===== config.mk =====
export PLATFORM = sky130hd
export DESIGN_NAME = alu_seq
export DESIGN_NICKNAME = d
export VERILOG_FILES = /design/src/rtl/alu_seq.sv
export SDC_FILE = /design/constraint.sdc
export NUM_CORES = 1
export LEC_CHECK = 0
export ABC_AREA = 1
export CORE_MARGIN = 5
export CORE_UTILIZATION = 51
export DETAILED_ROUTE_END_ITERATION = 12
export PLACE_DENSITY = 0.8
export SKIP_CTS_REPAIR_TIMING = 1
export SLEW_MARGIN = 10
export SYNTH_ARGS = -nofsm -noshare
export SYNTH_HDL_FRONTEND = slang
export SYNTH_SLANG_ARGS = --single-unit

===== constraint.sdc =====
create_clock -name clk -period 8.2 [get_ports clk]
set_input_delay 1.64 -clock clk [delete_from_list [all_inputs] [get_ports clk]]
set_output_delay 1.64 -clock clk [all_outputs]
set_load 0.005 [all_outputs]

===== src/rtl/alu_seq.sv =====
`default_nettype none
// ============================================================================
// Module      : alu_seq
// Description : Handshaked ALU with single-cycle logic/arith ops and
//               multi-cycle (one bit per cycle) MUL, DIVU and REMU.
// Revision    : 1.0 - initial release
// ============================================================================
module alu_seq #(
  parameter int WIDTH = 32
) (
  input  logic             clk,
  input  logic             rst,
  input  logic             in_valid,
  output logic             in_ready,
  input  logic [WIDTH-1:0] A,
  input  logic [WIDTH-1:0] B,
  input  logic [3:0]       Op,
  output logic             out_valid,
  input  logic             out_ready,
  output logic [WIDTH-1:0] Result,
  output logic             Zero,
  output logic             Cout,
  output logic             Overflow,
  output logic             DivZero
);

  localparam logic [3:0] OP_AND  = 4'b0000;
  localparam logic [3:0] OP_OR   = 4'b0001;
  localparam logic [3:0] OP_ADD  = 4'b0010;
  localparam logic [3:0] OP_SUB  = 4'b0110;
  localparam logic [3:0] OP_SLT  = 4'b0111;
  localparam logic [3:0] OP_NOR  = 4'b1100;
  localparam logic [3:0] OP_MUL  = 4'b1000;
  localparam logic [3:0] OP_DIVU = 4'b1001;
  localparam logic [3:0] OP_REMU = 4'b1010;

  localparam int               CNT_W     = $clog2(WIDTH + 1);
  localparam logic [CNT_W-1:0] LAST_ITER = CNT_W'(WIDTH - 1);

  typedef enum logic [1:0] {
    ST_IDLE = 2'd0,
    ST_BUSY = 2'd1,
    ST_DONE = 2'd2
  } state_t;

  state_t           state_q, state_d;
  logic [3:0]       op_q, op_d;
  // acc: product accumulator (MUL) or partial remainder (DIVU/REMU)
  logic [WIDTH-1:0] acc_q, acc_d;
  // x: shifting multiplicand (MUL) or dividend/quotient shift register (DIV)
  logic [WIDTH-1:0] x_q, x_d;
  // y: shifting multiplier (MUL) or constant divisor (DIV)
  logic [WIDTH-1:0] y_q, y_d;
  logic [CNT_W-1:0] cnt_q, cnt_d;
  logic [WIDTH-1:0] result_q, result_d;
  logic             zero_q, zero_d;
  logic             cout_q, cout_d;
  logic             ovf_q, ovf_d;
  logic             divz_q, divz_d;

  // Single-cycle datapath signals
  logic             is_sub;
  logic [WIDTH-1:0] b_eff;
  logic [WIDTH:0]   sum;
  logic             add_ovf;
  logic             op_legal;
  logic [WIDTH-1:0] sc_result;
  logic             sc_cout;
  logic             sc_ovf;

  // Iterative datapath signals
  logic [WIDTH-1:0] mul_acc_nxt;
  logic [WIDTH:0]   div_shift;
  logic [WIDTH-1:0] div_diff;
  logic             div_ge;

  // Shared adder: SUB is A + ~B + 1 so Cout=1 means no borrow
  always_comb begin
    is_sub  = (Op == OP_SUB);
    b_eff   = is_sub ? ~B : B;
    sum     = {1'b0, A} + {1'b0, b_eff} + {{WIDTH{1'b0}}, is_sub};
    add_ovf = (A[WIDTH-1] == b_eff[WIDTH-1]) && (sum[WIDTH-1] != A[WIDTH-1]);
  end

  // Result and flags of the single-cycle ops, taken straight from the inputs
  always_comb begin
    sc_result = '0;
    sc_cout   = 1'b0;
    sc_ovf    = 1'b0;
    op_legal  = 1'b1;
    case (Op)
      OP_AND: sc_result = A & B;
      OP_OR:  sc_result = A | B;
      OP_NOR: sc_result = ~(A | B);
      OP_ADD, OP_SUB: begin
        sc_result = sum[WIDTH-1:0];
        sc_cout   = sum[WIDTH];
        sc_ovf    = add_ovf;
      end
      // Direct signed compare stays correct when A - B overflows
      OP_SLT:  sc_result = {{(WIDTH-1){1'b0}}, ($signed(A) < $signed(B))};
      OP_MUL, OP_DIVU, OP_REMU: sc_result = '0;
      default: op_legal  = 1'b0;
    endcase
  end

  // One iteration of shift-add multiply and restoring divide
  always_comb begin
    mul_acc_nxt = y_q[0] ? (acc_q + x_q) : acc_q;
    div_shift   = {acc_q, x_q[WIDTH-1]};
    // Only used when div_shift >= divisor, where the difference fits WIDTH bits
    div_diff    = div_shift[WIDTH-1:0] - y_q;
    div_ge      = (div_shift >= {1'b0, y_q});
  end

  // Next-state logic for the IDLE/BUSY/DONE controller and its datapath
  always_comb begin
    state_d  = state_q;
    op_d     = op_q;
    acc_d    = acc_q;
    x_d      = x_q;
    y_d      = y_q;
    cnt_d    = cnt_q;
    result_d = result_q;
    zero_d   = zero_q;
    cout_d   = cout_q;
    ovf_d    = ovf_q;
    divz_d   = divz_q;
    case (state_q)
      ST_IDLE: begin
        if (in_valid) begin
          op_d  = Op;
          cnt_d = '0;
          if (Op == OP_MUL || Op == OP_DIVU || Op == OP_REMU) begin
            acc_d   = '0;
            x_d     = A;
            y_d     = B;
            state_d = ST_BUSY;
          end else begin
            result_d = sc_result;
            // Unknown opcodes report every flag low, Zero included
            zero_d   = op_legal && (sc_result == '0);
            cout_d   = sc_cout;
            ovf_d    = sc_ovf;
            divz_d   = 1'b0;
            state_d  = ST_DONE;
          end
        end
      end
      ST_BUSY: begin
        cnt_d = cnt_q + CNT_W'(1);
        if (op_q == OP_MUL) begin
          acc_d = mul_acc_nxt;
          x_d   = x_q << 1;
          y_d   = y_q >> 1;
        end else if (div_ge) begin
          acc_d = div_diff;
          x_d   = {x_q[WIDTH-2:0], 1'b1};
        end else begin
          acc_d = div_shift[WIDTH-1:0];
          x_d   = {x_q[WIDTH-2:0], 1'b0};
        end
        if (cnt_q == LAST_ITER) begin
          // A zero divisor never fails the trial subtract, so the quotient
          // naturally becomes all ones and the remainder collects A
          result_d = (op_q == OP_DIVU) ? x_d : acc_d;
          zero_d   = (result_d == '0);
          cout_d   = 1'b0;
          ovf_d    = 1'b0;
          divz_d   = (op_q != OP_MUL) && (y_q == '0);
          state_d  = ST_DONE;
        end
      end
      ST_DONE: begin
        if (out_ready) state_d = ST_IDLE;
      end
      default: state_d = ST_IDLE;
    endcase
  end

  // State registers; reset aborts any operation and clears the result
  always_ff @(posedge clk or posedge rst) begin
    if (rst) begin
      state_q  <= ST_IDLE;
      op_q     <= '0;
      acc_q    <= '0;
      x_q      <= '0;
      y_q      <= '0;
      cnt_q    <= '0;
      result_q <= '0;
      zero_q   <= 1'b0;
      cout_q   <= 1'b0;
      ovf_q    <= 1'b0;
      divz_q   <= 1'b0;
    end else begin
      state_q  <= state_d;
      op_q     <= op_d;
      acc_q    <= acc_d;
      x_q      <= x_d;
      y_q      <= y_d;
      cnt_q    <= cnt_d;
      result_q <= result_d;
      zero_q   <= zero_d;
      cout_q   <= cout_d;
      ovf_q    <= ovf_d;
      divz_q   <= divz_d;
    end
  end

  assign in_ready  = (state_q == ST_IDLE) && !rst;
  assign out_valid = (state_q == ST_DONE);
  assign Result    = result_q;
  assign Zero      = zero_q;
  assign Cout      = cout_q;
  assign Overflow  = ovf_q;
  assign DivZero   = divz_q;

endmodule
`default_nettype wire

### Yosys cells after proc, flatten, opt, wreduce, memory -nomap -nowiden

Cells that the tools add are included.

| word-level totals | value |
|---|---|
| input bits | 72 |
| register bits | 144 |
| word-level logic and storage cells | 114 |
| output and inout port bits | 38 |

| operators by class | value |
|---|---|
| order comparisons | 2 |
| bitwise operators | 4 |
| equal/unequal tests | 22 |
| add/subtract/negate cells | 5 |
| reductions and logical operators | 21 |
| muxes and demuxes | 49 |

Operators by type and width:

| operator | count |
|---|---|
| 2-to-1 mux 32 bit | 17 |
| one-hot mux 32 bit (2 select lines) | 4 |
| one-hot mux 32 bit (5 select lines) | 1 |
| logical NOT 32 bit | 3 |
| inverter 32 bit | 2 |
| adder 32 x 32 -> 33 bit | 1 |
| adder 33 x 1 -> 33 bit | 1 |
| greater-or-equal comparator 33 x 32 -> 1 bit | 1 |
| adder 32 bit | 1 |
| AND 32 bit | 1 |
| less-than comparator 32 bit | 1 |
| OR 32 bit | 1 |
| subtractor 32 bit | 1 |
| equality test 4 bit (second input constant) | 6 |
| 2-to-1 mux 1 bit | 16 |
| one-hot mux 6 bit (2 select lines) | 1 |
| inequality test 2 bit (second input constant) | 5 |
| OR reduction 9 bit | 1 |
| equality test 4 x 3 -> 1 bit (second input constant) | 2 |
| 2-to-1 mux 2 bit | 4 |
| one-hot mux 1 bit (2 select lines) | 4 |
| AND reduction 4 bit | 2 |
| adder 6 x 1 -> 6 bit (second input constant) | 1 |
| equality test 6 x 5 -> 1 bit (second input constant) | 1 |
| 19 further kinds | 25 |

### Logic depth before layout (Yosys ltp)

| logic depth | value |
|---|---|
| depth in word-level cells | 10 |
| depth in mapped cells | 26 |
| gate-level depth less buffers | 26 |

### Worst setup path before layout

Ideal clock, no wire load.

| path | value |
|---|---|
| kind | input to register |
| start point | input Op[1] |
| end point | register zero_q (netlist: Zero) |
| data required time | 8135 ps |
| path buffers | 1 |
| setup time | 65 ps |
| arrival time | 4095 ps |
| setup slack | 4040 ps |
| stages | 21 |
| cell sequence | inv_2 -> nor2_4 -> nand2_2 -> buf_4 -> xor2_1 -> ha_1 -> a21oi_1 -> a21boi_0 -> o21ai_0 -> nand2_1 -> nand3_1 -> or2_2 -> nand3_1 -> nand2_1 -> nor2_1 -> nand3_1 -> nor2_1 -> nand3_1 -> nand2_1 -> nand2_1 -> nand2_1 |

| between the ends | value |
|---|---|
| longest elaborated chain between the ends | 10 |
| elaborated cells between the ends (all ways) | 25 |
| those cells by class | 2 x add/sub; 9 x eq/ne; 6 x mux; 8 x reduce/logical |

Ends and longest elaborated chain:

| item | line | text |
|---|---|---|
| from (decl) | 17 | `input logic [3:0] Op,` |
| equality test 4 x 3 -> 1 bit | 79, 91 |  |
| 2-to-1 mux 32 bit | 80 | `b_eff = is_sub ? ~B : B;` |
| adder 32 x 32 -> 33 bit | 81 | `sum = {1'b0, A} + {1'b0, b_eff} + {{WIDTH{1'b0}}, is_sub};` |
| adder 33 x 1 -> 33 bit | 81 |  |
| one-hot mux 32 bit (5 select lines) | 91 | `case (Op)` |
| logical NOT 32 bit | 142 | `zero_d = op_legal && (sc_result == '0);` |
| logical AND 1 bit | 142 |  |
| 2-to-1 mux 1 bit | 134 | `if (Op == OP_MUL \|\| Op == OP_DIVU \|\| Op == OP_REMU) begin` |
| 2-to-1 mux 1 bit | 131 | `if (in_valid) begin` |
| one-hot mux 1 bit (2 select lines) | 129 | `case (state_q)` |
| to (signal assigned) | 203 | `zero_q <= zero_d;` |
| to (decl) | 56 | `logic zero_q, zero_d;` |

Several ways; a longest one is shown, not always the timed one. The select of a mux whose other input is x is not followed.
A chain may end at the register's enable or synchronous reset.

### Worst setup path in the final report

Same ends and word-level chain as after synthesis.

==> flow_summary.ini <==
[cells_and_area]
finish.utilization_pct = 57.26
fillers = 3428
drive_above_1_share_pct = 3.177
design_area_um2 = 19680
multi_input_area_um2 = 11990
area_growth_pct = 11.32
nets = 3188
regArea_um2 = 3603
antennaDiodeCount = 0

[placed_design]
dp_slack_ps = 2218
gp_congestion = 1.038
portBuffers = 109
dpl_cell_area_um2 = 19100
dp_hpwl_um = 52810

[global_routing]
grt_pass1_vias = 18312
grt_pass1_wl_um = 101600
grt_max_degree = 101
antenna_found_initial = 1
overflow = 0
grt_use_total_pct = 33.28

[routing]
vias = 19453
drt-pass1-iter-count = 6
drt_iter0_markers = 1918
final_antenna_net_count = 0
vias_per_cell = 5.752
remaining_drc_errors = 0
wire_per_inst_um = 19.43
drt-total-wl_um = 65720

[yosys]
synthesis.nets = 3130
synth_cell_types = 54
async_flop_share_pct = 100.0
yosysMostFrequentCell = nand2_1
synth_flop_cell = dfrtp_1
ys_seq_area_share_pct = 20.38
yosys-top-cells-area = dfrtp_1, nand2_1, ha_1
synthTopCellsByCount = nand2_1, inv_1, nand3_1
yosysWarnings = 0
syn-cell-area_um2 = 17680
synth-edff-count = 0
syn_area_per_cell_um2 = 6.190
ys_seq_elements = 144
synth_top_area_share_pct = 20.38
yosys.area.top_type = dfrtp_1
syn_inst = 2856

[flow_run]
max_cap_violations = 0

[worst_setup_path]
r2r-end = Zero$_DFFE_PP0P_
cp.arrival_ps = 5910
regToRegSetupSlack_ps = 4280
crit_path_end = Zero$_DFFE_PP0P_
cp_max_fo = 32
worst-r2r-cell-count = 20
required_ps = 8570
end_kind = flip-flop
crit_start = Op[1]
critPathKind = input port to flip-flop
r2r_start = acc_q[5]$_DFFE_PP0P_
worst_setup_path_start_kind = input port

[status]
status = complete, no violations

[power_and_ir_drop]
combPwrFrac_pct = 72.4
power.leakage_uw = 0.01041
peakVddDrop_v = 0.0002952
p_per_area_nw_per_um2 = 378.2
intPower_uw = 3123
clock_power_share_pct = 10.7
p_seq_share_pct = 16.9
net-switching-power_uw = 4320
netSwitchingFraction_pct = 58.04

[die]
start_util_pct = 51.43
die_y_um = 196.2
die_w_um = 196.2
io-pin-count = 110
die-area_um2 = 38490
core_um2 = 34370
num_rows = 68

[hold_path]
hold_path.class = flip-flop to flip-flop

[sta]
fin_skew_ps = 10.83
slew_violations = 0
layout_setup_ws_ps = 2663
period_minus_slack_ps = 5537
hold_viol = 0
rsz0062_at_grt = false
fmax_mhz = 180.6
min_period_over_period_pct = 67.52
tightest_slew_ps = 1084
slew_headroom_pct = 27.48
setup_tns_ps = 0
final-setup-viol-count = 0

[clock_tree]
clock_latency_ps = 440
h-tree-depth = 4
clk_pin_slew_ps = 70
cts_tree = yes
clk_root_buffer_cell = clkbuf_16
cts.sinks = 144
cts_buffer_depth = 2
cts_made_buffers = 17
[cells in the final DEF, fill, tap and decap left out, types with 13 or more instances in the layout]
cell,synthesis,routed
ha_1,199,199
o21bai_1,13,13
clkdlybuf4s50_1,0,109
dfrtp_1,144,144
o21ai_0,174,173
xor2_1,47,47
a21oi_1,142,142
nand3_1,207,207
o211ai_1,86,86
inv_1,453,452
buf_4,8,16
a221oi_1,25,25
clkbuf_16,0,17
nor2_1,199,197
nand3b_1,19,19
nor3_1,27,26
nand4_1,32,32
nand2_1,876,876
[critical path, stage by stage]
cell and delay, ps:
clkdlybuf4s50_1 560, inv_2 110, nor2_4 110, nand2_2 590
o21ai_4 420, inv_1 90, fa_1 370, inv_1 120
nand3_1 110, nand2_1 210, nand2_1 80, nand2_1 150
nand3_1 90, nand2_1 170, a21oi_1 80, o21ai_0 120
nand2_1 70, inv_1 80, nand4_1 120, nor2_1 160
nand3_1 90, nor2_1 90, nand3_1 90, nand2_1 70
nand2_1 50, nand2_1 60
[cells by family (layout without fill, tap and decap cells)]
logic type                 Yosys count  after routing  share of synthesized area (%)
and+or+nand+nor                   1404           1404                          33.18
DFF                                144            144                          20.38
muxes                                1              1                        0.06369
adders and majority gates          202            202                          14.42
xor gates and xnor gates            56             56                          2.774
AOI/OAI and AO/OA                  504            504                          17.16
buffers and inverters              545            616                          12.01
[stage by stage]
| stage | hold WS (ps) | total power (uW) | instances |
|---|---|---|---|
| after global routing | 503.8 | 8069 | 3382 |
| after global placement | 468.1 | 6369 | 3350 |
| after CTS | 489.0 | 7293 | 3382 |
| after detailed placement | 472.8 | 6467 | 3350 |
| after floorplan | 453.0 | 4925 | 2856 |
| final | 492.2 | 7443 | 3382 |
[worst min path at each step]
stage / startpoint / end / slack [ps] / cells past startpoint
6_report: op_q[3]$_DFFE_PP0P_ / op_q[3]$_DFFE_PP0P_ / 490 / 2
5_1_grt: op_q[3]$_DFFE_PP0P_ / op_q[3]$_DFFE_PP0P_ / 500 / 2
4_1_cts: op_q[3]$_DFFE_PP0P_ / op_q[3]$_DFFE_PP0P_ / 490 / 2
3_5_place_dp: op_q[3]$_DFFE_PP0P_ / op_q[3]$_DFFE_PP0P_ / 470 / 2
3_3_place_gp: op_q[3]$_DFFE_PP0P_ / op_q[3]$_DFFE_PP0P_ / 470 / 2
2_1_floorplan: op_q[3]$_DFFE_PP0P_ / op_q[3]$_DFFE_PP0P_ / 450 / 2
[power by group through the flow]
stage          clock (uW)  sequential, uW  combinational (uW)
6_report              797            1260                5390
5_1_grt               827            1270                5970
4_1_cts               798            1240                5260
3_5_place_dp            0            1250                5220
3_3_place_gp            0            1240                5130
2_1_floorplan           0            1150                3770
[routing by layer]
metal  up-vias  wire length, um  GRT usage, %
li1       9391                -             -
met1      9047            28610         46.89
met2       902            29600         53.60
met3       111             5582         4.396
met4         2             1910         9.697
met5         -               12             0
[registers in the layout (all words and copies together) (netlist names)]
signal / count
Overflow: 1
op_q: 4
y_q: 32
Cout: 1
Zero: 1
state_q: 2
x_q: 32
Result: 32
DivZero: 1
acc_q: 32
cnt_q: 6
[area by class of cell]
cell class              instances  share of cell area, %
well taps                     455                  2.893
clock buffers                  18                  2.181
inverters                     459                  8.779
clock inverters                14                 0.7756
flip-flops and latches        144                  18.31
repair buffers                125                  6.154
multi-input cells            2167                  60.91
Power figures use the tool's default switching activity.
